===== src/rtl/fetch_stage.sv =====
// fetch_stage: Thumb instruction fetch for the Cortex-M0 pipeline.
// Fetches 32-bit words, splits them into halfwords in a small prefetch FIFO
// and drives the IF/ID register consumed by decode and hazard detection.
// Optional build macro FETCH_PERF_EN enables the flush/stall perf counters;
// without it both counter ports are tied to zero.
module fetch_stage #(
   parameter logic [31:0] RESET_VECTOR = 32'h0000_0000,
   parameter int          BUF_DEPTH    = 4,
   parameter logic [15:0] NOP_INSTR    = 16'hBF00
) (
   input  logic        clk,
   input  logic        rst,
   input  logic        stall,
   input  logic        flush,
   input  logic [31:0] branch_target,
   output logic        imem_req,
   output logic [31:0] imem_addr,
   input  logic        imem_rvalid,
   input  logic [31:0] imem_rdata,
   output logic        if_id_valid,
   output logic [15:0] if_id_instr,
   output logic [31:0] if_id_pc,
   output logic [31:0] flush_count,
   output logic [31:0] stall_cycles
);
   localparam int PTR_W = $clog2(BUF_DEPTH);
   localparam int CNT_W = PTR_W + 1;
   localparam logic [CNT_W-1:0] DEPTH_C = CNT_W'(BUF_DEPTH);

   localparam logic [0:0] S_IDLE = 1'b0;
   localparam logic [0:0] S_WAIT = 1'b1;

   logic [0:0]       r_state;
   logic             r_drop;
   logic [31:0]      r_fetch_ptr;
   logic             r_skip_lo;
   logic [PTR_W-1:0] r_wr_ptr;
   logic [PTR_W-1:0] r_rd_ptr;
   logic [CNT_W-1:0] r_count;
   logic [15:0]      r_buf_instr [BUF_DEPTH];
   logic [31:0]      r_buf_pc    [BUF_DEPTH];
   logic             r_valid;
   logic [15:0]      r_instr;
   logic [31:0]      r_pc;

   logic [CNT_W-1:0] w_free;
   logic             w_req;
   logic             w_accept;
   logic             w_pop;
   logic [1:0]       w_npush;
   logic [PTR_W-1:0] w_wr_nx;
   logic [31:0]      w_pc_hi;
   logic             w_unused;

   // Halfword addressing: bit 0 of the branch target carries no information.
   assign w_unused = branch_target[0];

   assign w_free   = DEPTH_C - r_count;
   // A request only issues when both halfwords of the reply are guaranteed room.
   assign w_req    = !rst && (r_state == S_IDLE) && !flush && (w_free >= CNT_W'(2));
   // Live data: outstanding, not marked stale, not discarded by a same-cycle flush.
   assign w_accept = imem_rvalid && (r_state == S_WAIT) && !r_drop && !flush;
   assign w_pop    = (r_count != '0) && !stall && !flush;
   assign w_npush  = !w_accept ? 2'd0 : (r_skip_lo ? 2'd1 : 2'd2);
   assign w_wr_nx  = r_wr_ptr + PTR_W'(1);
   assign w_pc_hi  = r_fetch_ptr + 32'd2;

   assign imem_req  = w_req;
   assign imem_addr = {r_fetch_ptr[31:2], 2'b00};

   // Write returned halfwords into FIFO storage, each tagged with its PC.
   always_ff @(posedge clk) begin
      if (w_accept) begin
         if (r_skip_lo) begin
            r_buf_instr[r_wr_ptr] <= imem_rdata[31:16];
            r_buf_pc[r_wr_ptr]    <= w_pc_hi;
         end else begin
            r_buf_instr[r_wr_ptr] <= imem_rdata[15:0];
            r_buf_pc[r_wr_ptr]    <= r_fetch_ptr;
            r_buf_instr[w_wr_nx]  <= imem_rdata[31:16];
            r_buf_pc[w_wr_nx]     <= w_pc_hi;
         end
      end
   end

   // Request FSM, fetch pointer and FIFO bookkeeping; flush redirects and
   // marks any in-flight reply stale unless it lands in the flush cycle.
   always_ff @(posedge clk or posedge rst) begin
      if (rst) begin
         r_state     <= S_IDLE;
         r_drop      <= 1'b0;
         r_fetch_ptr <= {RESET_VECTOR[31:2], 2'b00};
         r_skip_lo   <= RESET_VECTOR[1];
         r_wr_ptr    <= '0;
         r_rd_ptr    <= '0;
         r_count     <= '0;
      end else if (flush) begin
         r_fetch_ptr <= {branch_target[31:2], 2'b00};
         r_skip_lo   <= branch_target[1];
         r_wr_ptr    <= '0;
         r_rd_ptr    <= '0;
         r_count     <= '0;
         if (r_state == S_WAIT) begin
            if (imem_rvalid) begin
               r_state <= S_IDLE;
               r_drop  <= 1'b0;
            end else begin
               r_drop  <= 1'b1;
            end
         end
      end else begin
         case (r_state)
            S_IDLE: begin
               if (w_req) r_state <= S_WAIT;
            end
            default: begin
               if (imem_rvalid) begin
                  r_state <= S_IDLE;
                  r_drop  <= 1'b0;
                  if (!r_drop) begin
                     r_fetch_ptr <= r_fetch_ptr + 32'd4;
                     r_skip_lo   <= 1'b0;
                  end
               end
            end
         endcase
         r_wr_ptr <= r_wr_ptr + PTR_W'(w_npush);
         r_rd_ptr <= r_rd_ptr + PTR_W'(w_pop);
         r_count  <= r_count + CNT_W'(w_npush) - CNT_W'(w_pop);
      end
   end

   // IF/ID register: flush inserts a NOP, stall holds, otherwise pop or bubble.
   always_ff @(posedge clk or posedge rst) begin
      if (rst) begin
         r_valid <= 1'b0;
         r_instr <= NOP_INSTR;
         r_pc    <= 32'h0;
      end else if (flush) begin
         r_valid <= 1'b0;
         r_instr <= NOP_INSTR;
      end else if (!stall) begin
         if (r_count != '0) begin
            r_valid <= 1'b1;
            r_instr <= r_buf_instr[r_rd_ptr];
            r_pc    <= r_buf_pc[r_rd_ptr];
         end else begin
            r_valid <= 1'b0;
            r_instr <= NOP_INSTR;
         end
      end
   end

   assign if_id_valid = r_valid;
   assign if_id_instr = r_instr;
   assign if_id_pc    = r_pc;

`ifdef FETCH_PERF_EN
   logic [31:0] r_flush_count;
   logic [31:0] r_stall_cycles;

   // Performance counters: flush cycles and stall-only cycles, free-running wrap.
   always_ff @(posedge clk or posedge rst) begin
      if (rst) begin
         r_flush_count  <= 32'h0;
         r_stall_cycles <= 32'h0;
      end else if (flush) begin
         r_flush_count  <= r_flush_count + 32'd1;
      end else if (stall) begin
         r_stall_cycles <= r_stall_cycles + 32'd1;
      end
   end

   assign flush_count  = r_flush_count;
   assign stall_cycles = r_stall_cycles;
`else
   assign flush_count  = 32'h0;
   assign stall_cycles = 32'h0;
`endif

endmodule

===== config.mk =====
export PLATFORM = sky130hd
export DESIGN_NAME = fetch_stage
export DESIGN_NICKNAME = d
export VERILOG_FILES = /design/src/rtl/fetch_stage.sv
export SDC_FILE = /design/constraint.sdc
export NUM_CORES = 1
export LEC_CHECK = 0
export ABC_AREA = 1
export BUFFER_PORTS_ARGS = -buffer_cell sky130_fd_sc_hd__buf_4
export CAP_MARGIN = 20
export CORE_MARGIN = 2
export CORE_UTILIZATION = 30
export DETAILED_ROUTE_END_ITERATION = 8
export GPL_ROUTABILITY_DRIVEN = 0
export PLACE_DENSITY = 0.53
export SLEW_MARGIN = 20
export SYNTH_ARGS = -nofsm -noshare
export SYNTH_HDL_FRONTEND = slang
export SYNTH_SLANG_ARGS = --single-unit
export TNS_END_PERCENT = 5

===== constraint.sdc =====
create_clock -name clk -period 7.33 [get_ports clk]
set_clock_uncertainty 0.1 [all_clocks]
set_input_delay 0.3665 -clock clk [delete_from_list [all_inputs] [get_ports clk]]
set_output_delay 0.3665 -clock clk [all_outputs]
set_load 0.01 [all_outputs]

=== Yosys cells after proc, flatten, opt, wreduce, memory -nomap -nowiden ===
Memories as Yosys holds them, arrays and structs flattened. A register that Yosys moved wholly into a read port is not among the register bits.
Index checks and enable logic that the tools add are counted.

* $add $sub $neg: 8
* Order comparisons: 1
* Equal/unequal tests: 2
* Muxes and demuxes: 36
* Bitwise gates (word level): 5
* Reductions and logical operators: 18

{| class="wikitable"
|+ Operators by type and width
! kind !! count
|-
| $mux 32 || 5
|-
| $mux 16 || 4
|-
| $add 32x2->32 const B || 1
|-
| $add 32x3->32 const B || 1
|-
| $mux 1 || 22
|-
| $logic_and 1x1->1 || 8
|-
| $mux 2 || 4
|-
| $reduce_and 3->1 || 2
|-
| $logic_not 1->1 || 4
|-
| $reduce_bool 2->1 || 2
|-
| $add 3x2->3 || 1
|-
| $ge 3x2->1 const B || 1
|-
| $mux 3 || 1
|-
| $not 1->1 || 3
|-
| $reduce_bool 3->1 || 1
|-
| $sub 3x1->3 || 1
|-
| $sub 3x3->3 const A || 1
|-
| $add 2x1->2 || 1
|-
| $add 2x1->2 const B || 1
|-
| $add 2x2->2 || 1
|-
| $ne 2x1->1 const B || 1
|-
| $ne 2x2->1 const B || 1
|-
| $or 1x1->1 || 2
|-
| $reduce_and 2->1 || 1
|}

* Flip-flop bits (word level): 59
* Bits in writable memories: 192
* Input port bits: 69
* Output and inout port bits: 146
* Logic and storage cells: 81
* Memories: 2

{| class="wikitable"
|+ Memories
! name !! depth !! width !! read ports !! clocked after memory_dff !! wr ports !! line !! RTL
|-
| r_buf_pc || 4 || 32 || 1 || 1 || 2 || 41 || <nowiki>logic [31:0] r_buf_pc [BUF_DEPTH];</nowiki>
|-
| r_buf_instr || 4 || 16 || 1 || 0 || 2 || 40 || <nowiki>logic [15:0] r_buf_instr [BUF_DEPTH];</nowiki>
|}

=== Longest topological paths before layout ===
Gate-level depths: netlist of the first run.

* Depth after elaboration: 7
* Depth in mapped cells: 15
* Depth with buffers taken out: 13

=== Worst setup path before layout of the first run ===
OpenSTA, ideal clock, no wires.

* Path type: register to register
* Start point: reg r_drop
* End point: mem r_buf_instr[2][0] (enable)
* Arrival: 4473 ps
* Slack: 2235 ps
* Cell stages (with the launch flop): 7
* Path through: dfrtp_1 inv_1 nand3_4 nor2_8 inv_1 buf_2 o31ai_1

{| class="wikitable"
|+ RTL lines
! item !! line !! RTL
|-
| from (decl) || 34 || <nowiki>logic r_drop;</nowiki>
|-
| from (signal assigned) || 91 || <nowiki>r_drop <= 1'b0;</nowiki>
|-
| from (signal assigned) || 106 || <nowiki>r_drop <= 1'b0;</nowiki>
|-
| from (signal assigned) || 108 || <nowiki>r_drop <= 1'b1;</nowiki>
|-
| to (decl) || 40 ||
|}

=== Final worst setup path of the first run ===
* Start point: in imem_rvalid
* End point: reg r_count[2]

* Cells in the longest elaborated chain, start to end: 7

{| class="wikitable"
|+ Ends and longest elaborated chain
! item !! line !! RTL
|-
| from (decl) || 18 || <nowiki>input logic imem_rvalid,</nowiki>
|-
| $logic_and 1x1->1 (3 in series) || 62 || <nowiki>assign w_accept = imem_rvalid && (r_state == S_WAIT) && !r_drop && !flush;</nowiki>
|-
| $mux 2 || 64 || <nowiki>assign w_npush = !w_accept ? 2'd0 : (r_skip_lo ? 2'd1 : 2'd2);</nowiki>
|-
| $add 3x2->3 || 129 || <nowiki>r_count <= r_count + CNT_W'(w_npush) - CNT_W'(w_pop);</nowiki>
|-
| $sub 3x1->3 || 129 ||
|-
| $mux 3 || 97 || <nowiki>end else if (flush) begin</nowiki>
|-
| to (signal assigned) || 129 ||
|-
| to (decl) || 39 || <nowiki>logic [CNT_W-1:0] r_count;</nowiki>
|}

No other way between the ends.
A chain may end at the register's enable or synchronous reset.

==> results of run 1 <==
critical path, cell delays in order:
cell	delay [ns]
dlygate4sd3_1	0.52
buf_4	0.13
nand3_4	0.13
nor2_8	0.32
inv_1	0.39
nor2_1	0.25
inv_1	0.07
ha_1	0.28
inv_1	0.06
ha_1	0.14
inv_1	0.05
fa_1	0.38
xor2_1	0.17
nor2_1	0.05
flip-flops by register name, summed over array words and instances, names as in the netlist, 2 cells and up:
| register | count |
|---|---|
| r_buf_pc | 124 |
| r_buf_instr | 64 |
| if_id_pc | 31 |
| r_fetch_ptr | 30 |
| if_id_instr | 16 |
| r_count | 3 |
| r_rd_ptr | 2 |
| r_wr_ptr | 2 |
synth_stat cells (2+ instances only):
master / n
clkbuf_2: 4
o221ai_1: 7
a22o_1: 3
nor2_1: 255
a21oi_1: 20
buf_4: 75
dfstp_2: 7
o21bai_1: 2
buf_2: 27
inv_1: 96
clkbuf_1: 125
dfrtp_1: 81
a31oi_1: 31
nand3_1: 52
nand2_1: 220
edfxtp_1: 188
xnor2_1: 4
buf_6: 9
o211ai_1: 3
o22ai_1: 10
clkbuf_8: 2
a22oi_1: 2
o21ai_1: 37
xor2_1: 6
nor3_1: 10
o21ai_0: 127
ha_1: 9
nand2_4: 2
inv_2: 2
nor2_4: 3
dlygate4sd3_1: 3
metrics by stage:
stage               instance area (sq um)  util, %  hold slack, ns  total power, W  instances
global route                        15500     35.2          0.0133         0.00497       2089
detailed placement                  14300     32.4           0.360         0.00323       2009
finish                              15500     35.2          0.0314         0.00469       2089
global placement                    14300     32.4           0.355         0.00321       2009
CTS                                 15500     35.2        0.000666         0.00477       2089
floorplan                           13700        -           0.352         0.00280       1505
how the worst max path moves through the flow:
stage | from | to | slack (ns) | depth (start not counted)
after detailed placement | flush | r_count[2]$_DFF_PP0_ | 4.21 | 12
after global placement | flush | r_count[2]$_DFF_PP0_ | 4.21 | 12
after CTS | r_drop$_DFFE_PP0P_ | r_count[2]$_DFF_PP0_ | 4.31 | 13
final | imem_rvalid | r_count[2]$_DFF_PP0_ | 4.33 | 14
after global routing | r_drop$_DFFE_PP0P_ | r_count[2]$_DFF_PP0_ | 4.11 | 13
after floorplan | r_drop$_DFFE_PP0P_ | r_buf_instr[2][0]$_DFFE_PP_ | 2.23 | 6
cell families (layout without fill, tap and decap cells):
kind of cell,after synthesis,in the layout,synth area share [%]
flops,276,276,58.6
xor+xnor,10,10,0.653
fa+ha+maj,10,10,0.989
compound gates,246,246,10.1
other cells,1,67,0.0280
buf+inv,347,339,13.0
simple gates,549,549,16.7
cell type report:
type	instances	area, sq um
Clock inverter	15	205
Fill cell	4482	28600
Sequential cell	276	7860
Inverter	100	382
Timing Repair Buffer	187	1470
Tap cell	592	741
Multi-Input combinational cell	882	4110
Clock buffer	37	766
what timing repair did:
action                                  in CTS  in global routing
endpoints found under the setup margin       0                  0
hold buffers                                28                  0
endpoints found under the hold margin       61                  0
per-layer routing:
metal / vias to the layer above / track usage, % / share of wire [%]
met3: 44 / 2.42 / 4.8
met2: 229 / 24.8 / 48
met1: 4501 / 20.0 / 45
li1: 4615 / - / -
met5: - / 0 / 0
met4: 0 / 4.14 / 2.0
power by group through the flow:
stage	registers (W)	logic, W	clock network [W]
floorplan	0.00209	0.000714	0
global placement	0.00209	0.00112	0
detailed placement	0.00210	0.00113	0
CTS	0.00207	0.00115	0.00155
global route	0.00209	0.00126	0.00161
finish	0.00206	0.00112	0.00151
==> impl_results.md, run 1 <==
- Register bit total from synthesis: 276
- Cell count of the worst hold path: 3
- Height of the die: 215 um
- Worst Path Class, Setup: in -> reg
- Antenna violations before repair: 0
- Data arrival at the endpoint of the critical path: 3.32 ns
- Biggest area consumer among synthesized cells: edfxtp_1
- Switching share of power: 31.0%
- Achievable clock frequency: 0.334 GHz
- Fraction of post-synthesis cell area in the top cell type by area: 42.1%
- Global-route wire length before repair: 53.6 mm
- Clock Latency Late Sink: 0.55 ns
- Post-cts resize count: 0
- Top-level I/O count: 215
- Via count: 9389
- Fraction of registers with async set/reset: 31.9%
- Maximum fanout along the worst path: 18
- Number of enable flip-flop cells after synthesis: 188
- Worst Tran Pin Value: 1.10 ns
- Width of the die: 215 um
- TritonCTS Sinks: 276
- Vias per Instance: 4.49
- All-Layer GR Usage: 14.9%
- Library cells used by synthesis: 48
- GRT overflow: 0
- DRC errors left: 0
- Relative slew margins: 27.0%
- Most frequent standard cell in the layout excluding fill and tap cells: nor2_1
- Post-CTS clock slew at the launch and capture registers of the worst setup and hold paths: 0.06 ns
- Clock share of power: 32.3%
- Synthesized netlist cell count: 1439
- Part of the total power dissipated in sequential elements: 43.9%
- Count of max-cap constraint violations: 0
- TritonCTS clock tree: done
- Commonest cells after routing, fill and taps aside: 255 x nor2_1, 219 x nand2_1, 188 x edfxtp_1
- End of the worst register-to-register path: r_count[2]$_DFF_PP0_
- Setup slack at placement: 4.21 ns
- Maximum clock insertion buffer count: 3
- Hold Crit Start: imem_rdata[10]
- DRT Wirelength: 34.8 mm
- Initial DRC count: 679
- CP required: 7.65 ns
- Worst min-delay path category: in -> reg
- Worst setup margin: 4.33 ns
- Total Die Area: 46400 sq um
- Layout cell share with drive strength beyond 1: 15.4%
- Mean cell area of the mapped netlist: 9.32 sq um
- Endpoint, Worst Hold: r_buf_instr[3][10]$_DFFE_PP_
- Setup crit start kind: input pin
- Ys flop type: edfxtp_1
- Total power divided by cell area: 302 nW/um^2
- Share of synthesized area occupied by flip-flops and latches: 58.6%
- Clock tree root buffer cell: clkbuf_16
- Max-slew violations: 0
- Area added between synthesis and finish: 15.8%
- Count of input and output buffers: 146
- Routed wirelength normalized by instance count: 16.7 um
- Static power due to leakage: 6.24 nW
- Final setup fails: 0
- Maximum number of pins on one net before global-route repair: 97
- Min cycle time layout: 3.00 ns
- Placeable core region: 44100 sq um
- Yosys warnings: 0
- Antenna Cells: 0
- Peak supply drop: 0.000146 V
- Status: finished clean
- Proportion of power drawn by combinational gates: 23.8%
- Number of core rows: 77
- Worst reg-to-reg setup slack: 4.35 ns
- Total number of H-tree levels: 1
- 1st-pass router iterations: 4
- Nets@finish: 1554
- Crit. End Element: flop
- Worst Reg2Reg Path Length in Cells: 13
- Final Hold Viols: 0
- Total clock buffers created by CTS: 28
- Setup_tns: 0 ns
- Effective utilization at floorplan: 30.4%
- Synth Cell Area: 13400 sq um
- Vias in the first global route: 9055
- Cell types occupying the most area after synthesis: edfxtp_1 42%, dfrtp_1 15%, nor2_1 7.1%, nand2_1 6.2%, o21ai_0 4.7%
- Remaining antenna violation count: 0
- Startpoint of the worst-slack reg-to-reg timing path: r_drop$_DFFE_PP0P_
- Unrepaired setup endpoints after global routing: false
- Design internal power: 0.00324 W
- Buffers inserted by post-CTS timing repair: 0
- Post-route clock period utilization: 40.9%
- Switching power total: 0.00146 W
- Final HPWL DP: 21.9 mm
No activity file was read; power rests on OpenSTA's default activity.
==> run 2: changes to the inputs <==
PLACE_DENSITY = 0.54   (was 0.53)
clock period = 2.6 ns   (was 7.33 ns; I/O delays follow)
==> run 2 against run 1 <==
Non-clock buffer count grew 71. Clock-buffer cell count shrank 2. Largest power group unchanged. Critical endpoint is now r_buf_instr[2][5]$_DFFE_PP_. Routed wire length grew 2.3%.
==> impl_results.md, run 2 (synthesized netlist as in run 1, its figures left out) <==
- Startpoint of the worst-slack reg-to-reg timing path: r_state$_DFF_PP0_ (was r_drop$_DFFE_PP0P_)
- Unrepaired setup endpoints after global routing: false (unchanged)
- Nets@finish: 1625 (was 1554)
- Setup_tns: 0 ns (unchanged)
- Count of max-cap constraint violations: 0 (unchanged)
- Most frequent standard cell in the layout excluding fill and tap cells: nor2_1 (unchanged)
- DRT Wirelength: 35.6 mm (was 34.8 mm)
- DRC errors left: 0 (unchanged)
- Post-route clock period utilization: 95.0%
- Effective utilization at floorplan: 30.4% (unchanged)
- Top-level I/O count: 215 (unchanged)
- Vias per Instance: 4.51 (was 4.49)
- Min cycle time layout: 2.47 ns
- Worst min-delay path category: in -> async (was in -> reg)
- Count of input and output buffers: 146 (unchanged)
- Clock Latency Late Sink: 0.55 ns (about the same)
- Placeable core region: 44100 sq um (unchanged)
- Via count: 9743 (was 9389)
- Worst Reg2Reg Path Length in Cells: 7 (was 13)
- Width of the die: 215 um (unchanged)
- Initial DRC count: 742 (was 679)
- Maximum clock insertion buffer count: 3 (unchanged)
- Fill cell total of the finished layout: 4410 (was 4482)
- TritonCTS clock tree: done (unchanged)
- Flip-flop count of the largest register, all copies and words added: 124 (unchanged)
- Total number of H-tree levels: 1 (unchanged)
- TritonCTS Sinks: 276 (unchanged)
- Final setup fails: 0 (unchanged)
- Maximum number of pins on one net before global-route repair: 96 (was 97)
- Routed wirelength normalized by instance count: 16.5 um (was 16.7 um)
- End of the worst register-to-register path: r_buf_instr[2][5]$_DFFE_PP_ (was r_count[2]$_DFF_PP0_)
- Worst Tran Pin Value: 0.656 ns (was 1.10 ns)
- Antenna Cells: 0 (unchanged)
- Util after Layout: 37.2% (was 35.2%)
- Total Die Area: 46400 sq um (unchanged)
- 1st-pass router iterations: 5 (was 4)
- Final Hold Viols: 0 (unchanged)
- Height of the die: 215 um (unchanged)
- Relative slew margins: 56.3% (was 27.0%)
- Area added between synthesis and finish: 22.5% (was 15.8%)
- Total power divided by cell area: 837 nW/um^2 (was 302 nW/um^2)
- Achievable clock frequency: 0.405 GHz
- Antenna violations before repair: 0 (unchanged)
- CP required: 2.80 ns (was 7.65 ns)
- Vias in the first global route: 9545 (was 9055)
- Total clock buffers created by CTS: 28 (unchanged)
- Worst Path Class, Setup: reg -> reg (was in -> reg)
- Final HPWL DP: 22.8 mm (was 21.9 mm)
- Remaining antenna violation count: 0 (unchanged)
- Peak supply drop: 0.000440 V (was 0.000146 V)
- Clock tree root buffer cell: clkbuf_16 (unchanged)
- Maximum fanout along the worst path: 18 (unchanged)
- Number of cells in the design after placement: 2024 (was 2009)
- Setup crit start kind: flop (was input pin)
- Register with the highest flop count: r_buf_pc (unchanged)
- Post-cts resize count: 0 (unchanged)
- Global-route wire length before repair: 55.0 mm (was 53.6 mm)
- Data arrival at the endpoint of the critical path: 2.67 ns (was 3.32 ns)
- Layout cell share with drive strength beyond 1: 15.8% (was 15.4%)
- Commonest cells after routing, fill and taps aside: 255 x nor2_1, 219 x nand2_1, 188 x edfxtp_1 (unchanged)
- Post-CTS clock slew at the launch and capture registers of the worst setup and hold paths: 0.06 ns (about the same)
- Crit. End Element: flop (unchanged)
- GRT overflow: 0 (unchanged)
- Total power: 0.0138 W (was 0.00469 W)
- Worst reg-to-reg setup slack: 0.13 ns (was 4.35 ns)
- Non-filler instance count after layout: 2160 (was 2089)
- Max-slew violations: 0 (unchanged)
- All-Layer GR Usage: 15.2% (was 14.9%)
- Status: finished clean (unchanged)
- Number of core rows: 77 (unchanged)
- Static power due to leakage: 6.62 nW (was 6.24 nW)
## run 2: changes by cell type in the layout (fill, tap and decap cells not counted), sizes merged
cell	previous run	this run
inv	98	99
clkinvlp	1	0
dlygate4sd3	28	83
clkinv	11	10
bufinv	5	8
buf	159	175
clkbuf	37	35
## run 2: how the worst max path moves through the flow
| stage | startpoint | endpoint | slack, ns |
|---|---|---|---|
| floorplan | r_drop$_DFFE_PP0P_ | r_buf_instr[2][0]$_DFFE_PP_ | -0.13 |
| global placement | r_drop$_DFFE_PP0P_ | r_count[2]$_DFF_PP0_ | 0.28 |
| detailed placement | r_drop$_DFFE_PP0P_ | r_count[2]$_DFF_PP0_ | 0.26 |
| CTS | r_drop$_DFFE_PP0P_ | r_buf_instr[3][14]$_DFFE_PP_ | 0.07 |
| global route | r_state$_DFF_PP0_ | r_buf_instr[2][5]$_DFFE_PP_ | 0.004 |
| finish | r_state$_DFF_PP0_ | r_buf_instr[2][5]$_DFFE_PP_ | 0.13 |
## run 2: area by class of cell
type                       count  area, sq um  area share [%]
clock inverter                17          297            1.81
tap                          592          741            4.51
timing repair buffer         258         2280            13.9
multi-input combinational    882         4110            25.0
sequential                   276         7860            47.9
clock buffer                  35          758            4.62
inverter                     100          380            2.32
## run 2: through the flow
| stage | area [sq um] | hold WS (ns) | worst slack (ns) |
|---|---|---|---|
| after floorplan | 13700 | 0.115 | -0.133 |
| after global placement | 14500 | 0.157 | 0.279 |
| after detailed placement | 14500 | 0.169 | 0.264 |
| after CTS | 16400 | 0.146 | 0.0706 |
| after global routing | 16400 | 0.165 | 0.00377 |
| final | 16400 | 0.131 | 0.130 |
## run 2: worst max-delay path: stages (launching register included)
cell and delay [ns]:
dfrtp_1 0.42, nand3_4 0.15, nor2_8 0.17, nand2_8 0.15, nor2_4 0.37, buf_12 0.21, o21ai_1 0.07, dlygate4sd3_1 0.55
## run 2: power by group
group	internal, W	switching, W
registers	0.00534	0.000520
clock network	0.00286	0.00170
logic	0.00136	0.00196
total	0.00957	0.00419
## run 2: routing by layer
layer | vias up | track usage (%) | wire length (um)
met3 | 69 | 2.45 | 2040
met4 | 0 | 6.09 | 1300
met5 | - | 0 | 0
li1 | 4756 | - | -
met2 | 289 | 24.9 | 16500
met1 | 4629 | 20.2 | 15800
## run 2: timing repair
| item | in CTS | in global routing |
|---|---|---|
| buffers inserted | 0 | 1 |
| endpoints found under the setup margin | 0 | 6 |
| hold buffers | 83 | 0 |
| endpoints found under the hold margin | 149 | 0 |
==> run 3: changes to the inputs <==
PLACE_DENSITY = 0.53   (was 0.54)
clock period = 3.1 ns   (was 2.6 ns; I/O delays follow)
==> run 3 against run 2 <==
Non-clock buffer count shrank 4. Via count shrank 0.39%. Sequential share of layout area grew 0.50 points. Power shrank 19%. Critical path depth grew 1. Largest cell class unchanged.
==> impl_results.md, run 3 (synthesized netlist as in run 1, its figures left out) <==
- Status: finished clean (unchanged)
- Clock Latency Late Sink: 0.55 ns (about the same)
- Post-CTS clock slew at the launch and capture registers of the worst setup and hold paths: 0.06 ns (about the same)
- Remaining antenna violation count: 0 (unchanged)
- Relative slew margins: 27.5% (was 56.3%)
- Static power due to leakage: 6.54 nW (was 6.62 nW)
- DRT Wirelength: 35.9 mm (was 35.6 mm)
- Vias per Instance: 4.50 (was 4.51)
- CP Buf/Inv Count: 3 (was 2)
- Slowest cell on the critical path: dlygate4sd3_1 (unchanged)
- Final HPWL DP: 22.6 mm (was 22.8 mm)
- Effective utilization at floorplan: 30.4% (unchanged)
- Achievable clock frequency: 0.355 GHz (was 0.405 GHz)
- Total power: 0.0112 W (was 0.0138 W)
- Crit path to: r_buf_instr[3][0]$_DFFE_PP_ (was r_buf_instr[2][5]$_DFFE_PP_)
- Initial DRC count: 632 (was 742)
- Count of hold buffers inserted by post-cts repair: 86 (was 83)
- Unrepaired setup endpoints after global routing: false (unchanged)
- Critical path startpoint: r_drop$_DFFE_PP0P_ (was r_state$_DFF_PP0_)
- Layout cell share with drive strength beyond 1: 15.2% (was 15.8%)
- Antenna violations before repair: 0 (unchanged)
- TritonCTS clock tree: done (unchanged)
- GRT overflow: 0 (unchanged)
- Post-cts resize count: 0 (unchanged)
- Setup slack at placement: 0.535 ns (was 0.264 ns)
- Worst min-delay path category: in -> async (unchanged)
- 1st-pass router iterations: 5 (unchanged)
- Maximum number of pins on one net before global-route repair: 96 (unchanged)
- Height of the die: 215 um (unchanged)
- Total clock buffers created by CTS: 29 (was 28)
- Peak supply drop: 0.000383 V (was 0.000440 V)
- Antenna Cells: 0 (unchanged)
- Global-route wire length before repair: 55.7 mm (was 55.0 mm)
- Max-slew violations: 0 (unchanged)
- Placeable core region: 44100 sq um (unchanged)
- Multi-input logic area: 4110 sq um (unchanged)
- Commonest cells after routing, fill and taps aside: 255 x nor2_1, 219 x nand2_1, 188 x edfxtp_1 (unchanged)
- Min cycle time layout: 2.81 ns (was 2.47 ns)
- Crit. End Element: flop (unchanged)
- Number of core rows: 77 (unchanged)
- Flip-flop count of the largest register, all copies and words added: 124 (unchanged)
- Setup crit start kind: flop (unchanged)
- Register with the highest flop count: r_buf_pc (unchanged)
- Startpoint of the worst-slack reg-to-reg timing path: r_drop$_DFFE_PP0P_ (was r_state$_DFF_PP0_)
- Delay of the slowest cell on the worst path: 0.57 ns (was 0.55 ns)
- Area occupied by registers: 7860 sq um (unchanged)
- Worst Path Class, Setup: reg -> reg (unchanged)
- Cell depth of the worst setup path: 8 (was 7)
- Total power divided by cell area: 689 nW/um^2 (was 837 nW/um^2)
- Routed wirelength normalized by instance count: 16.6 um (was 16.5 um)
- Area added between synthesis and finish: 21.2% (was 22.5%)
- Count of input and output buffers: 146 (unchanged)
- Width of the die: 215 um (unchanged)
- Most frequent standard cell in the layout excluding fill and tap cells: nor2_1 (unchanged)
- Final setup fails: 0 (unchanged)
- Nets@finish: 1622 (was 1625)
- Worst setup margin: 0.287 ns (was 0.130 ns)
- Count of max-cap constraint violations: 0 (unchanged)
- Maximum fanout along the worst path: 18 (unchanged)
- Vias in the first global route: 9625 (was 9545)
- Total Die Area: 46400 sq um (unchanged)
- Top-level I/O count: 215 (unchanged)
- Clock tree root buffer cell: clkbuf_16 (unchanged)
- Worst Tran Pin Value: 1.09 ns (was 0.656 ns)
- All-Layer GR Usage: 15.4% (was 15.2%)
- Fill cell total of the finished layout: 4432 (was 4410)
- Maximum clock insertion buffer count: 3 (unchanged)
- Data arrival at the endpoint of the critical path: 3.01 ns (was 2.67 ns)
- Post-route clock period utilization: 90.8% (was 95.0%)
- Setup_tns: 0 ns (unchanged)
- CP required: 3.30 ns (was 2.80 ns)
- Final Hold Viols: 0 (unchanged)
- TritonCTS Sinks: 276 (unchanged)
- Worst Reg2Reg Path Length in Cells: 8 (was 7)
- Util after Layout: 36.8% (was 37.2%)
- Number of cells in the design after placement: 2018 (was 2024)
- Total number of H-tree levels: 1 (unchanged)
- Sequence of cells on the critical path: inv_1 > nand3_4 > nor2_8 > nand2_8 > a21oi_4 > buf_12 > o21ai_0 > dlygate4sd3_1 (was nand3_4 > nor2_8 > nand2_8 > nor2_4 > buf_12 > o21ai_1 > dlygate4sd3_1)
- End of the worst register-to-register path: r_buf_instr[3][0]$_DFFE_PP_ (was r_buf_instr[2][5]$_DFFE_PP_)
- Worst reg-to-reg setup slack: 0.29 ns (was 0.13 ns)
- Buffers inserted by post-CTS timing repair: 0 (unchanged)
- Kind of cell adding the most delay to the critical path: buffers and inverters (was simple AND/OR/NAND/NOR gates)
- DRC errors left: 0 (unchanged)
- Via count: 9705 (was 9743)
- Non-filler instance count after layout: 2157 (was 2160)
run 3: cell types whose count changed in the layout (fill, tap and decap cells not counted), moves of 2 or more:
cell           before  now
buf_12             11    6
buf_4             164  162
bufinv_16           8    4
clkbuf_1            5    7
clkbuf_8            1    3
dlygate4sd3_1      83   86
inv_1              93   95
inv_2               4    2
run 3: worst min path at each step:
| stage | slack [ns] | startpoint | end |
|---|---|---|---|
| global route | 0.27 | rst | r_fetch_ptr[29]$_DFFE_PP0P_ |
| global placement | 0.24 | rst | r_state$_DFF_PP0_ |
| detailed placement | 0.25 | rst | r_state$_DFF_PP0_ |
| floorplan | 0.14 | imem_rvalid | r_state$_DFF_PP0_ |
| CTS | 0.23 | rst | r_state$_DFF_PP0_ |
| finish | 0.21 | rst | r_state$_DFF_PP0_ |
run 3: stage by stage:
step / hold WS, ns / cell area (sq um)
finish: 0.215 / 16200
global route: 0.272 / 16200
CTS: 0.231 / 16200
detailed placement: 0.255 / 14400
global placement: 0.241 / 14400
floorplan: 0.140 / 13700
run 3: power breakdown:
group | switching, W | internal, W | total [W]
clock network | 0.00144 | 0.00212 | 0.00357
logic | 0.00165 | 0.00110 | 0.00275
registers | 0.000410 | 0.00448 | 0.00489
run 3: area by class of cell:
type | instances | share of cell area (%)
Sequential cell | 276 | 48.4
Multi-Input combinational cell | 882 | 25.3
Timing Repair Buffer | 254 | 13.5
Clock buffer | 39 | 4.88
Tap cell | 592 | 4.56
Inverter | 100 | 2.34
Clock inverter | 14 | 1.08
run 3: worst register-to-register path, stage by stage (launching register included):
cell	delay (ns)
dfrtp_1	0.36
inv_1	0.10
nand3_4	0.12
nor2_8	0.32
nand2_8	0.21
a21oi_4	0.46
buf_12	0.22
o21ai_0	0.10
dlygate4sd3_1	0.57
run 3: layer usage:
layer	up-vias	GRT usage [%]	share of wire, %
met3	43	1.85	4.3
li1	4752	-	-
met4	0	4.69	2.2
met1	4664	20.7	45
met2	246	25.9	48
met5	-	0	0
